### src/rtl/video_filter_pkg.sv
// Shared constants for the video filter blocks: Q3.6 coefficient format,
// pipeline latency and clip-statistic counter width.
package video_filter_pkg;

   localparam int COEF_W     = 9;
   localparam int COEF_FRAC  = 6;
   localparam int COEF_UNITY = 64;
   localparam int COEF_ROUND = 32;
   localparam int LATENCY    = 5;
   localparam int STAT_W     = 24;

endpackage

### src/rtl/bc_channel.sv
// Single-channel brightness/contrast datapath, five register stages:
// centre, multiply, round+shift, offset, clamp. Emits registered clip flags.
module bc_channel
   import video_filter_pkg::*;
#(
   parameter int PIXEL_WIDTH = 8
) (
   input  logic                     clk,
   input  logic                     rst,
   input  logic [COEF_W-1:0]        contrast,
   input  logic signed [PIXEL_WIDTH:0] brightness,
   input  logic                     bypass,
   input  logic [PIXEL_WIDTH-1:0]   din,
   output logic [PIXEL_WIDTH-1:0]   dout,
   output logic                     clip_lo,
   output logic                     clip_hi
);

   // Wide enough for c*(x-mid) plus rounding, offset and brightness without wrap.
   localparam int AW = PIXEL_WIDTH + COEF_W + 3;
   localparam logic signed [AW-1:0] MID  = AW'(2 ** (PIXEL_WIDTH - 1));
   localparam logic signed [AW-1:0] MAXV = AW'(2 ** PIXEL_WIDTH - 1);
   localparam logic signed [AW-1:0] RND  = AW'(COEF_ROUND);
   localparam logic signed [PIXEL_WIDTH:0] MID_N = {2'b01, {(PIXEL_WIDTH-1){1'b0}}};

   logic signed [PIXEL_WIDTH:0]   xc1;
   logic [COEF_W-1:0]             c1;
   logic signed [PIXEL_WIDTH:0]   b1, b2, b3, b4;
   logic                          byp1, byp2, byp3, byp4;
   logic [PIXEL_WIDTH-1:0]        raw1, raw2, raw3, raw4;
   logic signed [AW-1:0]          prod2, sh3, sum4;
   logic signed [AW-1:0]          c_ext, x_ext, b_ext;

   assign c_ext = {{(AW-COEF_W){1'b0}}, c1};
   assign x_ext = {{(AW-PIXEL_WIDTH-1){xc1[PIXEL_WIDTH]}}, xc1};
   assign b_ext = {{(AW-PIXEL_WIDTH-1){b3[PIXEL_WIDTH]}}, b3};

   always_ff @(posedge clk) begin
      if (rst) begin
         xc1 <= '0;  c1 <= '0;  b1 <= '0;  byp1 <= 1'b0; raw1 <= '0;
         prod2 <= '0; b2 <= '0; byp2 <= 1'b0; raw2 <= '0;
         sh3 <= '0;  b3 <= '0;  byp3 <= 1'b0; raw3 <= '0;
         sum4 <= '0; b4 <= '0;  byp4 <= 1'b0; raw4 <= '0;
         dout <= '0; clip_lo <= 1'b0; clip_hi <= 1'b0;
      end else begin
         xc1  <= $signed({1'b0, din}) - MID_N;
         c1   <= contrast;
         b1   <= brightness;
         byp1 <= bypass;
         raw1 <= din;

         prod2 <= c_ext * x_ext;
         b2    <= b1;
         byp2  <= byp1;
         raw2  <= raw1;

         // Arithmetic shift of (p + 32) gives floor, i.e. round half up.
         sh3  <= (prod2 + RND) >>> COEF_FRAC;
         b3   <= b2;
         byp3 <= byp2;
         raw3 <= raw2;

         sum4 <= sh3 + MID + b_ext;
         b4   <= b3;
         byp4 <= byp3;
         raw4 <= raw3;

         clip_lo <= 1'b0;
         clip_hi <= 1'b0;
         if (byp4) begin
            dout <= raw4;
         end else if (sum4 < 0) begin
            dout    <= '0;
            clip_lo <= 1'b1;
         end else if (sum4 > MAXV) begin
            dout    <= '1;
            clip_hi <= 1'b1;
         end else begin
            dout <= sum4[PIXEL_WIDTH-1:0];
         end
      end
   end

   // b4 only keeps stage alignment readable; it has no consumer.
   logic unused_b4;
   assign unused_b4 = ^b4;

endmodule

### src/rtl/brightness_contrast.sv
// Brightness/contrast top: per-channel datapaths, sync delay, coefficient
// shadowing on vs rising edge. Clip statistics enabled by BRIGHTNESS_CLIP_STAT_EN.
module brightness_contrast
   import video_filter_pkg::*;
#(
   parameter int PIXEL_WIDTH = 8,
   parameter int CH_COUNT    = 3
) (
   input  logic                              clk,
   input  logic                              rst,
   input  logic [COEF_W*CH_COUNT-1:0]        contrast_i,
   input  logic [(PIXEL_WIDTH+1)*CH_COUNT-1:0] brightness_i,
   input  logic                              bypass_i,
   input  logic [PIXEL_WIDTH*CH_COUNT-1:0]   di_i,
   input  logic                              de_i,
   input  logic                              hs_i,
   input  logic                              vs_i,
   output logic [PIXEL_WIDTH*CH_COUNT-1:0]   do_o,
   output logic                              de_o,
   output logic                              hs_o,
   output logic                              vs_o,
   output logic [STAT_W-1:0]                 clip_lo_cnt_o,
   output logic [STAT_W-1:0]                 clip_hi_cnt_o
);

   localparam logic [COEF_W-1:0] UNITY = COEF_W'(COEF_UNITY);

   logic                                 vs_q;
   logic                                 vs_edge;
   logic [COEF_W*CH_COUNT-1:0]           act_c;
   logic [(PIXEL_WIDTH+1)*CH_COUNT-1:0]  act_b;
   logic                                 act_byp;
   logic [LATENCY-1:0]                   de_d, hs_d, vs_d;
   logic [CH_COUNT-1:0]                  clip_lo_ch, clip_hi_ch;

   assign vs_edge = vs_i & ~vs_q;

   // New set becomes visible the cycle after the edge, so the edge pixel uses the old one.
   always_ff @(posedge clk) begin
      if (rst) begin
         vs_q    <= 1'b0;
         act_c   <= {CH_COUNT{UNITY}};
         act_b   <= '0;
         act_byp <= 1'b0;
         de_d    <= '0;
         hs_d    <= '0;
         vs_d    <= '0;
      end else begin
         vs_q <= vs_i;
         if (vs_edge) begin
            act_c   <= contrast_i;
            act_b   <= brightness_i;
            act_byp <= bypass_i;
         end
         de_d <= {de_d[LATENCY-2:0], de_i};
         hs_d <= {hs_d[LATENCY-2:0], hs_i};
         vs_d <= {vs_d[LATENCY-2:0], vs_i};
      end
   end

   assign de_o = de_d[LATENCY-1];
   assign hs_o = hs_d[LATENCY-1];
   assign vs_o = vs_d[LATENCY-1];

   for (genvar k = 0; k < CH_COUNT; k++) begin : g_ch
      bc_channel #(.PIXEL_WIDTH(PIXEL_WIDTH)) u_ch (
         .clk        (clk),
         .rst        (rst),
         .contrast   (act_c[COEF_W*k +: COEF_W]),
         .brightness (act_b[(PIXEL_WIDTH+1)*k +: (PIXEL_WIDTH+1)]),
         .bypass     (act_byp),
         .din        (di_i[PIXEL_WIDTH*k +: PIXEL_WIDTH]),
         .dout       (do_o[PIXEL_WIDTH*k +: PIXEL_WIDTH]),
         .clip_lo    (clip_lo_ch[k]),
         .clip_hi    (clip_hi_ch[k])
      );
   end

`ifdef BRIGHTNESS_CLIP_STAT_EN
   logic              vs_o_q;
   logic              lo_inc, hi_inc;
   logic [STAT_W-1:0] lo_cnt, hi_cnt;

   assign lo_inc = de_o & (|clip_lo_ch);
   assign hi_inc = de_o & (|clip_hi_ch);

   // The edge-cycle pixel seeds the new frame's count.
   always_ff @(posedge clk) begin
      if (rst) begin
         vs_o_q        <= 1'b0;
         lo_cnt        <= '0;
         hi_cnt        <= '0;
         clip_lo_cnt_o <= '0;
         clip_hi_cnt_o <= '0;
      end else begin
         vs_o_q <= vs_o;
         if (vs_o & ~vs_o_q) begin
            clip_lo_cnt_o <= lo_cnt;
            clip_hi_cnt_o <= hi_cnt;
            lo_cnt        <= STAT_W'(lo_inc);
            hi_cnt        <= STAT_W'(hi_inc);
         end else begin
            if (lo_inc && lo_cnt != '1) lo_cnt <= lo_cnt + 1'b1;
            if (hi_inc && hi_cnt != '1) hi_cnt <= hi_cnt + 1'b1;
         end
      end
   end
`else
   logic unused_clip;
   assign unused_clip   = ^{clip_lo_ch, clip_hi_ch};
   assign clip_lo_cnt_o = '0;
   assign clip_hi_cnt_o = '0;
`endif

endmodule

### config.mk
export PLATFORM = sky130hd
export DESIGN_NAME = brightness_contrast
export DESIGN_NICKNAME = d
export VERILOG_FILES = /design/src/rtl/video_filter_pkg.sv /design/src/rtl/bc_channel.sv /design/src/rtl/brightness_contrast.sv
export SDC_FILE = /design/constraint.sdc
export NUM_CORES = 1
export LEC_CHECK = 0
export ABC_AREA = 1
export CAP_MARGIN = 20
export CORE_ASPECT_RATIO = 2
export CORE_MARGIN = 2
export CORE_UTILIZATION = 35
export CTS_CLUSTER_DIAMETER = 50
export DETAILED_ROUTE_END_ITERATION = 7
export SYNTH_ARGS = -nofsm -noshare
export SYNTH_HDL_FRONTEND = slang
export SYNTH_SLANG_ARGS = --single-unit
### constraint.sdc
create_clock -name clk -period 5.9 [get_ports clk]
set_clock_uncertainty 0.05 [all_clocks]
set_input_delay 1.77 -clock clk [delete_from_list [all_inputs] [get_ports clk]]
set_output_delay 1.77 -clock clk [all_outputs]
set_load 0.005 [all_outputs]
### Yosys cells after proc, flatten, opt, wreduce, memory -nomap -nowiden

Index checks and enable logic that the tools add are counted.

* $add $sub $neg: 12
* $mul: 3
* $lt $le $gt $ge: 6
* muxes and demuxes: 9
* bitwise gates (word level): 2

Operator list (number)
* $mux 8: 9
* $add 20x7->20 const B: 3
* $gt 20x9->1 const B: 3
* $lt 20x1->1 const B: 3
* $mul 10x9->19: 3
* $add 15x9->16: 3
* $add 14x9->15 const B: 3
* $sub 8x8->9 const B: 3
* $and 1x1->1: 1
* $not 1->1: 1

* bits in registers: 492
* input bits: 84
* word-level logic and storage cells: 82

### Longest topological paths before layout

* word-level depth: 4
* mapped depth: 21
* mapped depth without buffers: 20

### Cells and area by module

Synthesis repeated with hierarchy kept, for this count alone.

* cell total of the unflattened synthesis: 3602
* area total of the unflattened synthesis: 26534.2 um2

By module, submodules not included
* bc_channel at g_ch[2].u_ch: times used 1, cells an instance 1047, area each 7807.5 um2, sequential area each 2542.4 um2
* bc_channel at g_ch[0].u_ch: times used 1, cells an instance 1054, area each 7805.0 um2, sequential area each 2542.4 um2
* bc_channel at g_ch[1].u_ch: times used 1, cells an instance 1056, area each 7802.5 um2, sequential area each 2542.4 um2
* brightness_contrast: times used 1, cells an instance 445, area each 3119.2 um2, sequential area each 1401.3 um2

### Least setup slack after synthesis

No wires, ideal clock.

* kind: register -> register
* start: register g_ch[1].u_ch.xc1[7]
* end: register g_ch[1].u_ch.prod2[18]
* data arrival time: 4.466 ns
* data required time: 5.735 ns
* setup slack: 1.269 ns
* stages on the path, launching flop included: 19
* path buffers: 1
* period minus slack after synthesis: 4.631 ns
* cell sequence: dfxtp_1 > buf_2 > inv_1 > or2_2 > fa_1 > fa_1 > inv_1 > fa_1 > fa_1 > fa_1 > ha_1 > nand2_1 > inv_1 > a21oi_1 > nand2_1 > nand2_1 > nand3_1 > nand2_1 > nor2_1

* word-level cells in the longest chain between the ends: 1

RTL lines
* from (decl): RTL line bc_channel.sv:26 `logic signed [PIXEL_WIDTH:0] xc1;`
* from (signal assigned): RTL line bc_channel.sv:46 `xc1 <= $signed({1'b0, din}) - MID_N;`
* $mul 10x9->19: RTL line bc_channel.sv:52 `prod2 <= c_ext * x_ext;`
* to (signal assigned): RTL line bc_channel.sv:52
* to (decl): RTL line bc_channel.sv:31 `logic signed [AW-1:0] prod2, sh3, sum4;`

No other way between the ends.
A chain may end at the register's enable or synchronous reset.

### Final worst setup path

* start: register g_ch[0].u_ch.xc1[7]
* end: register g_ch[0].u_ch.prod2[11]

* word-level cells in the longest chain between the ends: 1

RTL lines (RTL line)
* from (decl): bc_channel.sv:26
* from (signal assigned): bc_channel.sv:46
* $mul 10x9->19: bc_channel.sv:52
* to (signal assigned): bc_channel.sv:52
* to (decl): bc_channel.sv:31

No other way between the ends.

==> impl_metrics.env <==
export IMPL_cts_path_max_buffers=3
export IMPL_switching_share=0.2758
export IMPL_fin_crit_ns=4.810
export IMPL_hold_class="flop to flop"
export IMPL_cts_resized=0
export IMPL_hold_path_endpoint="g_ch[1].u_ch.b3[5]$_SDFF_PP0_"
export IMPL_syn_area_mm2=0.02519
export IMPL_gp_congestion=0.8732
export IMPL_area_delta_synth_final_pct=12.81
export IMPL_cts_buffers=44
export IMPL_core_region_area_mm2=0.07148
export IMPL_grt_pass1_wl_mm=91.60
export IMPL_grt_max_degree=102
export IMPL_fp_row_count=139
export IMPL_ys_types=40
export IMPL_dpl_hpwl_mm=43.48
export IMPL_portBuffers=110
export IMPL_start_kind="flop"
export IMPL_timing_final_ws_setup_ns=1.090
export IMPL_layout_common_cells="inv_1 (728), nand2_1 (659), dfxtp_1 (437)"
export IMPL_finalPower_mw=7.197
export IMPL_r2r_setup_slack_ns=1.09
export IMPL_share_comb_of_total_power=0.137
export IMPL_timing_slew_headroom=0.3417
export IMPL_pre_cts_ws_ns=1.119
export IMPL_p_switching_mw=1.985
export IMPL_worst_skew_pair_late_latency_ns=0.60
export IMPL_reg2reg_to="g_ch[0].u_ch.prod2[11]$_SDFF_PP0_"
export IMPL_cap_violations=0
export IMPL_die_x_um=193.7
export IMPL_worstRegToRegCells=15
export IMPL_cts_max_level=2
export IMPL_slew_viol_final=0
export IMPL_end_kind="flop"
export IMPL_clock_fmax_ghz=0.2079
export IMPL_fin_crit_sh=0.8153
export IMPL_fin_setup_tns_ns=0
export IMPL_fin_cells=4298
export IMPL_whs_ns=0.3347
export IMPL_p_int_mw=5.212
export IMPL_vias_per_cell=4.403
export IMPL_layout_drive_gt1_share=0.03607
export IMPL_yosysWarnings=0
export IMPL_worstPathRequired_ns=6.36
export IMPL_io_pin_count=159
export IMPL_rsz0062_at_grt="no"
export IMPL_root_buffer="clkbuf_16"
export IMPL_r2r_start="g_ch[0].u_ch.xc1[7]$_SDFF_PP0_"
export IMPL_synth_seq_area_share=0.3473
export IMPL_syn_area_per_cell_um2=7.643
export IMPL_wirelength_mm=55.05
export IMPL_grt_use_total=0.1517
export IMPL_grt_antenna_before_repair=0
export IMPL_final_util=0.3976
export IMPL_die_height_um=383.4
export IMPL_sequentialPowerShare=0.452
export IMPL_dr_first_iter_drc_count=601
export IMPL_worstSetupPathType="flop to flop"
export IMPL_ys_dominant_reg_cell="dfxtp_1"
export IMPL_outcome="finished, final reports clean"
export IMPL_start_util=0.3524
export IMPL_hold_buffers=0
export IMPL_hold_start="g_ch[1].u_ch.b2[5]$_SDFF_PP0_"
export IMPL_synth_edff_count=0
export IMPL_die_area_mm2=0.07427
export IMPL_hold_path_depth=2
export IMPL_nets=3824
export IMPL_vdd_drop_max_v=0.0002771
export IMPL_wl_per_cell_um=12.81
export IMPL_p_clk_frac=0.411
export IMPL_post_route_cell_area_mm2=0.02842
export IMPL_grt_overflow=0
export IMPL_synth_seq_cells=437
export IMPL_firstDrtPassIters=5
export IMPL_routed_via_count=18924
export IMPL_grt_pass1_vias=19177
export IMPL_leakage_nw=15.15
export IMPL_power_density_mw_per_mm2=253.2
export IMPL_layout_commonest_cell="inv_1"
export IMPL_post_dp_cell_area_mm2=0.02685
export IMPL_syn_inst=3296
export IMPL_clkTransAtPathRegs_ns=0.07
export IMPL_worst_pin_slew_ns=0.9875
export IMPL_drc_errors=0
export IMPL_worstPathArrival_ns=5.27
export IMPL_dpl_cell_count=4217
export IMPL_cts_tree="yes"
export IMPL_finalHoldViolCount=0
export IMPL_ant_nets=0
export IMPL_cts_sinks=437
export IMPL_path_max_fanout=12
export IMPL_setup_viol=0
export IMPL_postCtsSetupRepairBufs=0
export IMPL_n_antenna_cell=0
export IMPL_synthArstFlopShare=0
power groups by stage:
| stage | clock network [mW] | logic [mW] | registers [mW] |
|---|---|---|---|
| floorplan | 0 | 0.740 | 3.25 |
| global route | 3.16 | 1.15 | 3.27 |
| CTS | 3.06 | 1.01 | 3.25 |
| finish | 2.96 | 0.986 | 3.25 |
| global placement | 0 | 0.989 | 3.32 |
| detailed placement | 0 | 0.997 | 3.32 |
worst max-delay path by stage:
stage               cells past startpoint                           start                                end
floorplan                              18  g_ch[1].u_ch.xc1[7]$_SDFF_PP0_  g_ch[1].u_ch.prod2[18]$_SDFF_PP0_
global placement                       18  g_ch[0].u_ch.xc1[7]$_SDFF_PP0_  g_ch[0].u_ch.prod2[14]$_SDFF_PP0_
detailed placement                     16  g_ch[0].u_ch.xc1[7]$_SDFF_PP0_  g_ch[0].u_ch.prod2[18]$_SDFF_PP0_
CTS                                    16  g_ch[0].u_ch.xc1[7]$_SDFF_PP0_  g_ch[0].u_ch.prod2[18]$_SDFF_PP0_
global route                           15  g_ch[0].u_ch.xc1[7]$_SDFF_PP0_  g_ch[0].u_ch.prod2[11]$_SDFF_PP0_
finish                                 15  g_ch[0].u_ch.xc1[7]$_SDFF_PP0_  g_ch[0].u_ch.prod2[11]$_SDFF_PP0_
per-layer routing:
| metal | global-route usage | share of wire | vias to the layer above |
|---|---|---|---|
| li1 | - | - | 9835 |
| met1 | 0.1487 | 0.37 | 8608 |
| met2 | 0.3047 | 0.55 | 344 |
| met3 | 0.01826 | 0.030 | 137 |
| met4 | 0.08015 | 0.050 | 0 |
| met5 | 0 | 0 | - |
sequential cells by signal (all words and copies together), names as in the netlist, 27 cells and up:
name             cells
g_ch.u_ch.sum4      48
g_ch.u_ch.prod2     42
g_ch.u_ch.sh3       42
act_b               27
act_c               27
g_ch.u_ch.b1        27
g_ch.u_ch.b2        27
g_ch.u_ch.b3        27
g_ch.u_ch.c1        27
cell type report:
type                            instances  area, um2
Tap cell                              916       1146
Clock buffer                           55       1212
Inverter                              734       2758
Clock inverter                         26      361.6
Multi-Input combinational cell       2011      13020
Fill cell                            7308      43060
Sequential cell                       437       8748
Timing Repair Buffer                  119       1174
synthesized netlist by cell type (all sizes together) (3+ instances only):
| master | count | area, um2 |
|---|---|---|
| clkbuf | 60 | 225.2 |
| xor2 | 3 | 26.28 |
| xnor2 | 5 | 43.79 |
| fa | 153 | 3063 |
| a31oi | 4 | 25.02 |
| o21a | 4 | 30.03 |
| dfxtp | 437 | 8748 |
| inv | 734 | 2755 |
| or2 | 16 | 100.1 |
| a21o | 3 | 22.52 |
| nor3 | 17 | 133.9 |
| nor2 | 432 | 1644 |
| nand3 | 99 | 510.5 |
| nand4 | 14 | 87.58 |
| o211ai | 3 | 22.52 |
| buf | 101 | 619.4 |
| nor4 | 4 | 70.07 |
| nand3b | 7 | 52.55 |
| ha | 240 | 3003 |
| and2 | 10 | 70.07 |
| nand2 | 659 | 2474 |
| a21oi | 178 | 890.9 |
| o21ai | 107 | 535.5 |
worst max-delay path, cell delays in order (launching register included):
cell	delay (ns)
dfxtp_1	0.31
buf_4	0.18
inv_2	0.10
or2_2	0.30
fa_1	0.51
fa_1	0.54
inv_1	0.05
fa_1	0.50
fa_1	0.58
fa_1	0.43
ha_1	0.39
nand2_1	0.12
nand3_1	0.18
a21oi_1	0.23
o21ai_0	0.10
a21oi_1	0.16
cell families after synthesis:
group / after synthesis / share of synthesized area
adders and majority gates: 393 / 0.2408
buffers and inverters: 895 / 0.1429
and+or+nand+nor: 1260 / 0.2046
other: 1 / 0.0001489
DFF: 437 / 0.3473
xor gates and xnor gates: 8 / 0.002781
AOI/OAI and AO/OA: 302 / 0.06149
No activity file was read; power rests on OpenSTA's default activity.
